File: config.mk
export PLATFORM = sky130hd
export DESIGN_NAME = image_loader
export DESIGN_NICKNAME = d
export VERILOG_FILES = /design/src/rtl/image_loader.sv
export SDC_FILE = /design/constraint.sdc
export NUM_CORES = 1
export LEC_CHECK = 0
export BUFFER_PORTS_ARGS = -buffer_cell sky130_fd_sc_hd__buf_2
export CAP_MARGIN = 20
export CORE_MARGIN = 2
export CORE_UTILIZATION = 55
export CTS_BUF_LIST = sky130_fd_sc_hd__clkbuf_16
export CTS_CLUSTER_SIZE = 25
export DETAILED_ROUTE_END_ITERATION = 10
export HOLD_SLACK_MARGIN = 0.03
export PLACE_DENSITY_LB_ADDON = 0.3
export REMOVE_ABC_BUFFERS = 1
export SETUP_SLACK_MARGIN = 0.3
export SLEW_MARGIN = 40
export SYNTH_ARGS = -nofsm -noshare
export SYNTH_HDL_FRONTEND = slang
export SYNTH_SLANG_ARGS = --single-unit
File: constraint.sdc
create_clock -name clk -period 3.4 [get_ports clk]
set_input_delay 0 -clock clk [delete_from_list [all_inputs] [get_ports clk]]
set_output_delay 0 -clock clk [all_outputs]
set_load 0.1 [all_outputs]
File: src/rtl/image_loader.sv
// image_loader: packs an 8-bit valid/ready byte stream into DATA_W-bit words
// and writes them through memory port B at sequential word addresses.
module image_loader #(
  parameter int ADDR_W    = 16,
  parameter int DATA_W    = 64,
  parameter int ADDR_STEP = 1
) (
  input  logic              clk,
  input  logic              reset,
  input  logic              start,
  input  logic [ADDR_W-1:0] base_addr,
  input  logic [15:0]       num_words,
  input  logic [7:0]        in_data,
  input  logic              in_valid,
  output logic              in_ready,
  output logic [ADDR_W-1:0] addressB,
  output logic [DATA_W-1:0] inputDataB,
  output logic              writeB,
  output logic              busy,
  output logic              done
);

  localparam int BYTES = DATA_W / 8;
  localparam int IDX_W = (BYTES > 1) ? $clog2(BYTES) : 1;
  localparam logic [IDX_W-1:0]  LAST_IDX = IDX_W'(BYTES - 1);
  localparam logic [ADDR_W-1:0] STEP     = ADDR_W'(ADDR_STEP);

  typedef enum logic [1:0] {IDLE, LOAD, WRITE, DONE} state_t;

  state_t            state;
  state_t            state_next;
  logic [ADDR_W-1:0] addr;
  logic [15:0]       word_total;
  logic [15:0]       words_written;
  logic [IDX_W-1:0]  byte_idx;
  logic [DATA_W-1:0] shift_buf;
  logic [DATA_W-1:0] packed_word;
  logic              start_ok;
  logic              byte_ok;
  logic              word_full;
  logic              last_word;

  assign start_ok  = (state == IDLE) && start;
  assign byte_ok   = in_valid && in_ready;
  assign word_full = byte_ok && (byte_idx == LAST_IDX);
  assign last_word = (words_written + 16'd1) == word_total;

  // The incoming byte drops into its lane so the completed word is ready on the 8th accept.
  always_comb begin
    packed_word = shift_buf;
    packed_word[byte_idx*8 +: 8] = in_data;
  end

  always_ff @(posedge clk or negedge reset) begin
    if (!reset) begin
      state <= IDLE;
    end else begin
      state <= state_next;
    end
  end

  always_comb begin
    state_next = state;
    case (state)
      IDLE:    if (start) state_next = (num_words == 16'd0) ? DONE : LOAD;
      LOAD:    if (word_full) state_next = WRITE;
      WRITE:   state_next = last_word ? DONE : LOAD;
      DONE:    state_next = IDLE;
      default: state_next = IDLE;
    endcase
  end

  always_comb begin
    in_ready = (state == LOAD);
    writeB   = (state == WRITE);
    busy     = (state != IDLE);
    done     = (state == DONE);
  end

  // Port-B address/data are only loaded when a word completes, so they hold through DONE.
  always_ff @(posedge clk or negedge reset) begin
    if (!reset) begin
      addr          <= '0;
      word_total    <= '0;
      words_written <= '0;
      byte_idx      <= '0;
      shift_buf     <= '0;
      addressB      <= '0;
      inputDataB    <= '0;
    end else begin
      if (start_ok) begin
        addr          <= base_addr;
        word_total    <= num_words;
        words_written <= '0;
        byte_idx      <= '0;
        shift_buf     <= '0;
      end
      if (byte_ok) begin
        shift_buf <= packed_word;
        byte_idx  <= word_full ? '0 : byte_idx + 1'b1;
        if (word_full) begin
          addressB   <= addr;
          inputDataB <= packed_word;
        end
      end
      if (state == WRITE) begin
        addr          <= addr + STEP;
        words_written <= words_written + 16'd1;
      end
    end
  end

endmodule

**Word level (Yosys, flattened, before mapping)**

Cells that the tools add are included.

- Add/sub/neg operators: 4
- Equality and inequality tests: 7
- Shift operators: 2
- Muxes and demuxes: 15
- Reduce and logical (&&, ||, !) cells: 10

Operators with widths:

| kind | count |
|---|---|
| two-way mux 64 bit | 2 |
| bitwise mux 64 bit | 1 |
| two-way mux 16 bit | 4 |
| variable shift 8 x 34 -> 64 bit (first input constant) | 1 |
| indexed part select 8 x 34 -> 64 bit | 1 |
| negation 6 -> 34 bit | 1 |
| adder 16 x 1 -> 16 bit (second input constant) | 2 |
| == test 16 bit | 1 |
| logical NOT 16 bit | 1 |
| two-way mux 3 bit | 3 |
| two-way mux 2 bit | 4 |
| case mux 2 bit (4 select lines) | 1 |
| nonzero test 2 bit | 3 |
| == test 2 bit (second input constant) | 2 |
| AND reduction 2 bit | 2 |
| adder 3 x 1 -> 3 bit (second input constant) | 1 |
| == test 3 bit (second input constant) | 1 |
| logical AND 1 bit | 3 |
| == test 2 x 1 -> 1 bit (second input constant) | 1 |
| logical NOT 2 bit | 1 |
| inequality test 2 x 1 -> 1 bit (second input constant) | 1 |
| inequality test 2 bit (second input constant) | 1 |

- Register bits after elaboration: 197
- Bits of input ports: 44
- Output and inout port bits: 84
- Word-level logic and storage cells: 46

**Logic depth before layout (Yosys ltp)**

Gate-level depths: netlist of run 1.

- Depth in word-level cells: 5
- Depth in mapped cells: 12
- Gate-level depth less buffers: 8

**Worst setup path after synthesis of run 1**

No wires, ideal clock.

- Kind: register to register
- From: reg state[1]
- To: reg addressB[4]
- Library setup time: 0.134 ns
- Arrival time: 3.103 ns
- Required time: 3.266 ns
- Setup slack: 0.163 ns
- Stages on the path, launching flop included: 10
- Buffers on the path: 4
- Clock period less this slack: 3.237 ns
- Cell sequence: dfrtp_1 nor2b_1 and2_0 clkbuf_1 nand2_1 clkbuf_1 buf_1 clkbuf_1 nand2_1 o21ai_0

- Word-level cells in the longest chain between the ends: 4

Ends and longest elaborated chain:

| element | RTL line | RTL |
|---|---|---|
| start: declaration | 30 | `state_t state;` |
| start signal: assignment | 58 | `state <= state_next;` |
| == test 2 x 1 -> 1 bit * | 74 | `in_ready = (state == LOAD);` |
| net in_ready | 15 | `output logic in_ready,` |
| logical AND 1 bit * | 44 | `assign byte_ok = in_valid && in_ready;` |
| logical AND 1 bit | 45 | `assign word_full = byte_ok && (byte_idx == LAST_IDX);` |
| AND reduction 2 bit (no source line) * | -- |  |
| end signal: assignment | 102 | `addressB <= addr;` |
| end: declaration | 16 | `output logic [ADDR_W-1:0] addressB,` |

Mark *: on every way through the listed nets, which the timed path passes. The rest lies on a longest branch.
A chain may end at the register's enable or synchronous reset.

**Worst setup path in the final report of run 1**

- From: reg byte_idx[0]
- To: reg shift_buf[7]

- Word-level cells in the longest chain between the ends: 4
- Elaborated cells between the ends (all ways): 5
- Those cells by class: add/sub (1); shift (2); mux (2)

Ends and longest elaborated chain:

| element | RTL line | RTL |
|---|---|---|
| start: declaration | 35 | `logic [IDX_W-1:0] byte_idx;` |
| start signal: assignment | 100 | `byte_idx <= word_full ? '0 : byte_idx + 1'b1;` |
| negation 6 -> 34 bit * | 51 | `packed_word[byte_idx*8 +: 8] = in_data;` |
| indexed part select 8 x 34 -> 64 bit or variable shift 8 x 34 -> 64 bit (tied branches) | 51 |  |
| bitwise mux 64 bit * | 51 |  |
| two-way mux 64 bit * | 98 | `if (byte_ok) begin` |
| end signal: assignment | 99 | `shift_buf <= packed_word;` |
| end: declaration | 36 | `logic [DATA_W-1:0] shift_buf;` |

Mark *: on every way between the ends. The rest lies on a longest branch, timed or not.

==> flow_summary.json, run 1 <==
{
  "slew_headroom_pct": 45.8,
  "initial_core_util_pct": 55.9,
  "synthMuxAreaShare_pct": 2.38,
  "cts_buffer_depth": 2,
  "route.met3.wl_um": 1680,
  "synth_adder_area_share_pct": 1.22,
  "route.layer.met1.wl_um": 10900,
  "syn_avg_cell_area_um2": 9.21,
  "fin_cells": 1376,
  "synth_xor_area_share_pct": 2.18,
  "root_buffer": "clkbuf_16",
  "yosys.area.top_type_share_pct": 53.4,
  "fin_nets": 1197,
  "worst-setup-path-type": "register to register",
  "grt_antenna_before_repair": 0,
  "io_buffers": 127,
  "rsz0062_at_grt": "no",
  "syn_area_um2": 9240,
  "multiInputGateArea_um2": 3960,
  "diodes": 0,
  "max_freq_mhz": 354,
  "ir_drop_v": 0.000594,
  "yosysSeqAreaShare_pct": 53.4,
  "synth_seq_cells": 197,
  "num_rows": 47,
  "setup_slack_ns": 0.576,
  "p_leak_nw": 5.12,
  "cp-start-kind": "register",
  "cts.sinks": 197,
  "slew_viol_final": 0,
  "crit_required_ns": 3.71,
  "cts.clk_slew.worst_paths_ns": 0.07,
  "grtUsageTotal_pct": 26.6,
  "synth_compound_area_share_pct": 17.3,
  "maxCapViolations": 0,
  "n_fill_cell": 1344,
  "top_level_ports": 128,
  "fp.dieArea_um2": 17800,
  "cts_setup_buffers": 0,
  "grt_overflow_total": 0,
  "power_switching_mw": 4.55,
  "post-route-drc-count": 0,
  "wirelength_um": 23100,
  "setup_violations": 0,
  "fin_worst_skew_ns": 0.0103,
  "vias": 7990,
  "drive_above_1_share_pct": 17.5,
  "yosys_warnings": 0,
  "power_density_nw_per_um2": 864,
  "dr.pass1.iters": 8,
  "wl_met2_um": 10100,
  "switching_share_pct": 47.6,
  "synthArstFlopShare_pct": 100,
  "worstPathArrival_ns": 3.13,
  "syn2layout_area_growth_pct": 19.8,
  "synth_area_leaders": "dfrtp_1, nand2_1, o21ai_0",
  "routed_via_density": 5.81,
  "seqCellArea_um2": 4930,
  "die_w_um": 134,
  "core-area_um2": 16500,
  "top_layer": "met4",
  "ys_types": 53,
  "synth.top_cells.by_count": "dfrtp_1, nand2_1, o21ai_0",
  "synth_top_family_by_area": "simple AND/OR/NAND/NOR gates",
  "ant_nets": 0,
  "hp-class": "input pin to asynchronous set/reset pin",
  "fin_crit_sh_pct": 83.0,
  "ys.flop_type": "dfrtp_1",
  "p_int_mw": 5.00,
  "hold_viol": 0,
  "fin_crit_ns": 2.82,
  "wl_per_cell_um": 16.8,
  "drtIter0Drc": 880,
  "grt_pass1_wl_um": 37700,
  "cts_tree": "built",
  "worst_pin_slew_ns": 0.806,
  "cts_inserted_buffers": 17,
  "crit_fanout": 18,
  "grt_pass1_vias": 7249,
  "yosys.area.top_type": "dfrtp_1",
  "place.gp.congestion": 0.883,
  "p_clk_share_pct": 20.1,
  "whs_ns": 0.0641,
  "fp.dieH_um": 134,
  "synth.most_common_cell": "dfrtp_1",
  "grt_max_degree": 105,
  "run_status": "finished clean",
  "worstSkewPairLatency_ns": 0.44,
  "htreeDepth": 4,
  "cp-end-kind": "register",
  "combPwrFrac_pct": 43.8,
  "yosys.area_share.simple_pct": 19.6,
  "hpwl_um": 15100,
  "placed_cells": 1303,
  "syn_inst": 1003,
  "power.share.sequential_pct": 36.1,
  "dp_worst_setup_slack_ns": 0.604,
  "synth-edff-count": 0
}
-- critical path: stages, from the launching register on --
cell and delay (ns):
dfrtp_1 0.52, inv_1 0.18, ha_1 0.18, ha_1 0.46, or4b_4 0.64, or2_1 0.44, nand3_1 0.18, o31ai_2 0.08
-- stage by stage --
stage	total power [mW]	util, %	TNS [ns]	area, µm²
6_report	9.56	67.0	0	11100
3_5_place_dp	7.59	60.9	0	10100
2_1_floorplan	6.53	-	-99.57	8940
5_1_grt	10.1	67.0	0	11100
4_1_cts	9.55	66.8	0	11000
3_3_place_gp	7.48	60.9	0	10100
-- repair_timing --
item,CTS,global route
hold buffers,41,0
gates resized for setup,0,0
endpoints found under the hold margin,145,0
-- routing by layer --
| metal | up-vias | GRT usage [%] |
|---|---|---|
| met1 | 3825 | 40.8 |
| met3 | 33 | 5.18 |
| met4 | 0 | 7.68 |
| met2 | 333 | 38.7 |
| met5 | - | 0 |
| li1 | 3799 | - |
-- sequential cells by signal, summed over array words and instances, names as in the netlist --
register	count
inputDataB	64
shift_buf	64
addr	16
addressB	16
word_total	16
words_written	16
byte_idx	3
state	2
-- layout by cell type (no fill, tap or decap), types with 8 or more instances in the layout --
cell	Yosys	layout
nand2_1	164	162
a21oi_1	66	66
mux2_2	16	16
dlygate4sd3_1	0	41
nor3_1	42	41
buf_2	2	126
clkbuf_16	0	17
a22o_1	28	28
inv_1	18	19
o21ai_0	120	120
nor4_1	11	11
nand3_1	49	49
o21ai_1	8	8
nor2_1	70	70
nor2b_1	18	18
nand2b_1	10	10
ha_1	9	9
xnor2_1	20	20
buf_4	0	21
nand4_1	8	8
dfrtp_1	197	197
-- cell families (layout without fill, tap and decap cells) --
group	count (synthesis)	in the layout
buf+inv	88	241
fa+ha+maj	9	9
simple gates	397	397
flops	197	197
compound gates	269	269
xor+xnor	23	23
mux	20	20
-- area by class of cell --
cell class,count,area share (%)
clock buffer,17,3.84
multi-input combinational,718,35.8
sequential,197,44.6
clock inverter,14,1.14
inverter,18,0.611
tap,220,2.49
timing repair buffer,192,11.6
-- worst paths after layout --
check	slack, ns	to	from	depth (start not counted)
setup / recovery	0.58	shift_buf[7]	byte_idx[0]	7
min in group clk	0.08	addr[1]	start	5
setup reg to reg	0.58	shift_buf[7]	byte_idx[0]	7
max in group asynchronous	2.42	shift_buf[55]	reset	4
hold / removal	0.06	word_total[4]	reset	2
hold reg to reg	0.47	inputDataB[49]	inputDataB[49]	2
-- power groups by stage --
stage,Combinational [mW],Clock (mW),Sequential (mW)
2_1_floorplan,1.64,0,4.89
3_3_place_gp,4.03,0,3.45
3_5_place_dp,4.11,0,3.48
4_1_cts,4.16,1.95,3.44
5_1_grt,4.48,2.04,3.53
6_report,4.19,1.92,3.45
Power figures use the tool's default switching activity.
==> run 2: changes to the inputs <==
Clock period 3.4 ns to 2.9 ns, I/O delays scaled along.
==> run 2 against run 1 <==
Effect of this change:
- sequential share of layout area decreased by 0.37 points
- critical endpoint is now shift_buf[43]
- worst hold slack better by 0.049 ns
- largest cell class unchanged
- non-clock buffer count is 8 higher
- critical path type unchanged
==> flow_summary.json, run 2 (synthesis results as in run 1) <==
{
  "worstPathArrival_ns": 2.77,
  "worst_pin_slew_ns": 0.750,
  "top_level_ports": 128,
  "slew_viol_final": 0,
  "initial_core_util_pct": 55.9,
  "fp.dieH_um": 134,
  "run_status": "finished clean",
  "setup_violations": 0,
  "slew_headroom_pct": 50.0,
  "root_buffer": "clkbuf_16",
  "cts.clk_slew.worst_paths_ns": 0.07,
  "vias": 7980,
  "fp.dieArea_um2": 17800,
  "hold_viol": 0,
  "power_switching_mw": 5.37,
  "fin_cells": 1385,
  "num_rows": 47,
  "dr.pass1.iters": 6,
  "switching_share_pct": 46.9,
  "htreeDepth": 4,
  "n_fill_cell": 1289,
  "cp-end-kind": "register",
  "fin_nets": 1205,
  "routed_via_density": 5.76,
  "layout_common_cells": "dfrtp_1, nand2_1, buf_2",
  "syn2layout_area_growth_pct": 20.8,
  "io_buffers": 127,
  "cts_inserted_buffers": 17,
  "fin_crit_sh_pct": 82.7,
  "diodes": 0,
  "reg_top3": "inputDataB (64), shift_buf (64)",
  "hp-class": "input pin to register",
  "wl_per_cell_um": 16.8,
  "ir_drop_v": 0.000894,
  "hpwl_um": 15300,
  "fin_crit_ns": 2.40,
  "wirelength_um": 23300,
  "grt_antenna_before_repair": 0,
  "final_util_pct": 67.5,
  "setup_slack_ns": 0.502,
  "ant_nets": 0,
  "crit_required_ns": 3.27,
  "power.share.sequential_pct": 35.3,
  "core-area_um2": 16500,
  "worst-setup-path-type": "register to register",
  "drtIter0Drc": 588,
  "p_leak_nw": 5.17,
  "cts_buffer_depth": 2,
  "maxCapViolations": 0,
  "fin_area_um2": 11200,
  "placed_cells": 1312,
  "grt_max_degree": 97,
  "worstSkewPairLatency_ns": 0.44,
  "cts_tree": "built",
  "grt_pass1_wl_um": 37400,
  "p_clk_share_pct": 21.3,
  "dp_worst_setup_slack_ns": 0.290,
  "grtUsageTotal_pct": 26.5,
  "p_int_mw": 6.09,
  "post-route-drc-count": 0,
  "crit_fanout": 8,
  "placed_cell_area_um2": 10100,
  "combPwrFrac_pct": 43.4,
  "place.gp.congestion": 0.889,
  "drive_above_1_share_pct": 18.6,
  "fin_worst_skew_ns": 0.00958,
  "power_density_nw_per_um2": 1030,
  "cp-start-kind": "register",
  "die_w_um": 134,
  "grt_pass1_vias": 7249,
  "final_common_cell": "dfrtp_1",
  "grt_overflow_total": 0,
  "max_freq_mhz": 417,
  "cts.sinks": 197,
  "rsz0062_at_grt": "no"
}
[run 2: worst paths after layout]
| check | from | end | slack (ns) | cells after the start |
|---|---|---|---|---|
| max | byte_idx[1] | shift_buf[43] | 0.50 | 6 |
| min | start | word_total[6] | 0.11 | 4 |
| max reg2reg | byte_idx[1] | shift_buf[43] | 0.50 | 6 |
| min reg2reg | inputDataB[24] | inputDataB[24] | 0.47 | 2 |
| max in group asynchronous | reset | addr[12] | 1.81 | 3 |
| min in group asynchronous | reset | word_total[12] | 0.17 | 2 |
[run 2: metal layers]
| layer | wire, µm | global-route usage [%] |
|---|---|---|
| met3 | 1590 | 4.68 |
| met1 | 11100 | 40.5 |
| met5 | 0 | 0 |
| met2 | 10200 | 39.0 |
| met4 | 321 | 7.33 |
[run 2: power groups by stage]
stage	Sequential, mW	Clock, mW	Combinational [mW]
4_1_cts	4.02	2.47	4.93
6_report	4.04	2.45	4.97
3_3_place_gp	4.04	0	4.80
3_5_place_dp	4.06	0	4.87
5_1_grt	4.13	2.58	5.31
2_1_floorplan	5.73	0	1.93
[run 2: what timing repair did]
item                       in CTS  in global routing
hold endpoints to repair      136                  0
setup endpoints to repair       8                 20
resized for setup               1                  4
hold buffers                   41                  0
buffers inserted                0                  0
[run 2: through the flow]
stage / hold WS, ns / TNS, ns / total power, mW
3_3_place_gp: 0.125 / 0 / 8.83
3_5_place_dp: 0.134 / 0 / 8.93
4_1_cts: 0.123 / 0 / 11.4
5_1_grt: 0.154 / 0 / 12.0
2_1_floorplan: -0.296 / -162.01 / 7.66
6_report: 0.113 / 0 / 11.5
[run 2: critical path, cell delays in order, from the launching register on]
cell	delay [ns]
dfrtp_1	0.46
inv_1	0.10
ha_1	0.19
ha_1	0.36
nand3b_1	0.33
nor3_1	0.63
a22o_1	0.26
[run 2: layout make-up]
class                      instances  area, µm²  share of cell area, %
clock buffer                      17        425                   3.81
sequential                       197       4930                   44.2
clock inverter                    15        178                   1.59
multi-input combinational        718       3980                   35.6
tap                              220        275                   2.47
timing repair buffer             200       1310                   11.7
inverter                          18       67.6                  0.605
==> run 3: changes to the inputs <==
Clock period 2.9 ns to 2.38 ns, I/O delays scaled along.
==> run 3 against run 2 <==
Effect of this change:
- worst hold slack got worse by 0.023 ns
- critical path depth unchanged
- register-to-register slack got worse by 0.17 ns
- count of clock-buffer cells in the layout unchanged
- utilization increased by 2.3 points
- clock power increased by 14%
- sequential cell count unchanged
- worst setup slack got worse by 0.17 ns
- via count increased by 3.5%
- global-route usage increased by 1.5 points
- cell area increased by 3.5%
==> flow_summary.json, run 3 (synthesis results as in run 1) <==
{
  "crit_required_ns": 2.70,
  "fin_nets": 1226,
  "cp-start-kind": "register",
  "worst_pin_slew_ns": 0.702,
  "grt_max_degree": 90,
  "fin_worst_skew_ns": 0.00943,
  "drtIter0Drc": 933,
  "dr.pass1.iters": 5,
  "multiInputGateArea_um2": 4140,
  "reg_top3": "inputDataB (64), shift_buf (64)",
  "core-area_um2": 16500,
  "fp.dieArea_um2": 17800,
  "slew_headroom_pct": 52.8,
  "crit_fanout": 8,
  "grt_pass1_wl_um": 39600,
  "rsz0062_at_grt": "yes",
  "ir_drop_v": 0.000931,
  "grt_pass1_vias": 7744,
  "grtUsageTotal_pct": 28.0,
  "p_leak_nw": 5.32,
  "top_level_ports": 128,
  "seqCellArea_um2": 4930,
  "syn2layout_area_growth_pct": 25.0,
  "worstSkewPairLatency_ns": 0.44,
  "place.gp.congestion": 0.912,
  "n_fill_cell": 1269,
  "vias": 8259,
  "worst-setup-path-type": "register to register",
  "hp-class": "input pin to register",
  "root_buffer": "clkbuf_16",
  "fp.dieH_um": 134,
  "post-route-drc-count": 0,
  "final_common_cell": "dfrtp_1",
  "num_rows": 47,
  "cp-end-kind": "register",
  "placed_cells": 1327,
  "fin_crit_ns": 2.05,
  "setup_violations": 0,
  "routed_via_density": 5.87,
  "cts_tree": "built",
  "cts.clk_slew.worst_paths_ns": 0.07,
  "cts.sinks": 197,
  "fin_cells": 1406,
  "slew_viol_final": 0,
  "diodes": 0,
  "ant_nets": 0,
  "hold_viol": 0,
  "fin_setup_tns_ns": 0,
  "wl_per_cell_um": 17.7,
  "hpwl_um": 15900,
  "initial_core_util_pct": 55.9,
  "power_density_nw_per_um2": 1230,
  "cts_buffer_depth": 2,
  "run_status": "finished clean",
  "grt_antenna_before_repair": 0,
  "cts_inserted_buffers": 17,
  "worstPathArrival_ns": 2.37,
  "wirelength_um": 24900,
  "htreeDepth": 4,
  "maxCapViolations": 0,
  "io_buffers": 127,
  "layout_common_cells": "dfrtp_1, nand2_1, buf_2",
  "max_freq_mhz": 487,
  "fin_crit_sh_pct": 86.2,
  "grt_overflow_total": 0,
  "drive_above_1_share_pct": 22.3,
  "die_w_um": 134
}
run 3: cell count changes in the layout (fill, tap and decap cells not counted), moves of 4 or more:
cell,change
buf_12,+4
buf_4,+10
buf_6,+4
nor2_1,-5
nor2_2,+5
nor3_1,-8
nor3_2,+8
o21ai_0,-5
o21ai_1,+5
run 3: routing by layer:
layer	vias up	global-route usage (%)	share of wire [%]
met5	-	0	0
met4	0	8.22	1.8
met3	48	5.71	7.5
met2	357	42.0	45
met1	3999	41.5	45
li1	3855	-	-
run 3: repair_timing:
| action | in CTS | in global routing |
|---|---|---|
| setup buffers | 1 | 2 |
| hold buffers | 41 | 0 |
| endpoints found under the setup margin | 61 | 99 |
| endpoints found under the hold margin | 205 | 0 |
| resized for setup | 19 | 42 |
| cloned | 1 | 2 |
| pin swaps | 1 | 3 |
run 3: worst paths after layout:
kind | start | to | slack (ns) | cells after the start
setup / recovery | byte_idx[0] | shift_buf[7] | 0.33 | 6
max in group asynchronous | reset | shift_buf[45] | 1.46 | 3
min in group asynchronous | reset | word_total[9] | 0.12 | 2
hold / removal | in_valid | byte_idx[0] | 0.09 | 3
hold reg to reg | inputDataB[19] | inputDataB[19] | 0.47 | 2
setup reg to reg | byte_idx[0] | shift_buf[7] | 0.33 | 6
run 3: critical path: stages (launching register included):
cell     delay, ns
dfrtp_1       0.41
buf_6         0.13
or3_4         0.38
or4b_4        0.52
or2_4         0.31
nand3_4       0.11
o31ai_4       0.07
run 3: area by class of cell:
| type | count | area share (%) |
|---|---|---|
| Sequential cell | 197 | 42.7 |
| Multi-Input combinational cell | 719 | 35.8 |
| Timing Repair Buffer | 220 | 13.6 |
| Clock buffer | 17 | 3.68 |
| Tap cell | 220 | 2.38 |
| Clock inverter | 15 | 1.22 |
| Inverter | 18 | 0.585 |
run 3: per-stage QoR:
step | hold slack (ns) | total power [mW] | utilization (%) | area, µm² | setup WS (ns)
final | 0.0897 | 14.2 | 69.9 | 11500 | 0.328
after global routing | 0.112 | 15.0 | 69.9 | 11500 | 0.280
after CTS | 0.0894 | 14.0 | 68.7 | 11300 | 0.312
after detailed placement | 0.0294 | 11.1 | 62.3 | 10300 | 0.113
after global placement | 0.0307 | 10.9 | 62.3 | 10300 | 0.171
after floorplan | -0.296 | 9.33 | - | 8940 | -2.43
run 3: power by group:
part	total, mW	switching [mW]	internal (mW)	leakage (nW)
registers	4.92	0.684	4.24	2.66
clock network	2.80	1.27	1.54	0.280
logic	6.52	4.75	1.77	2.39
total	14.2	6.70	7.54	5.32
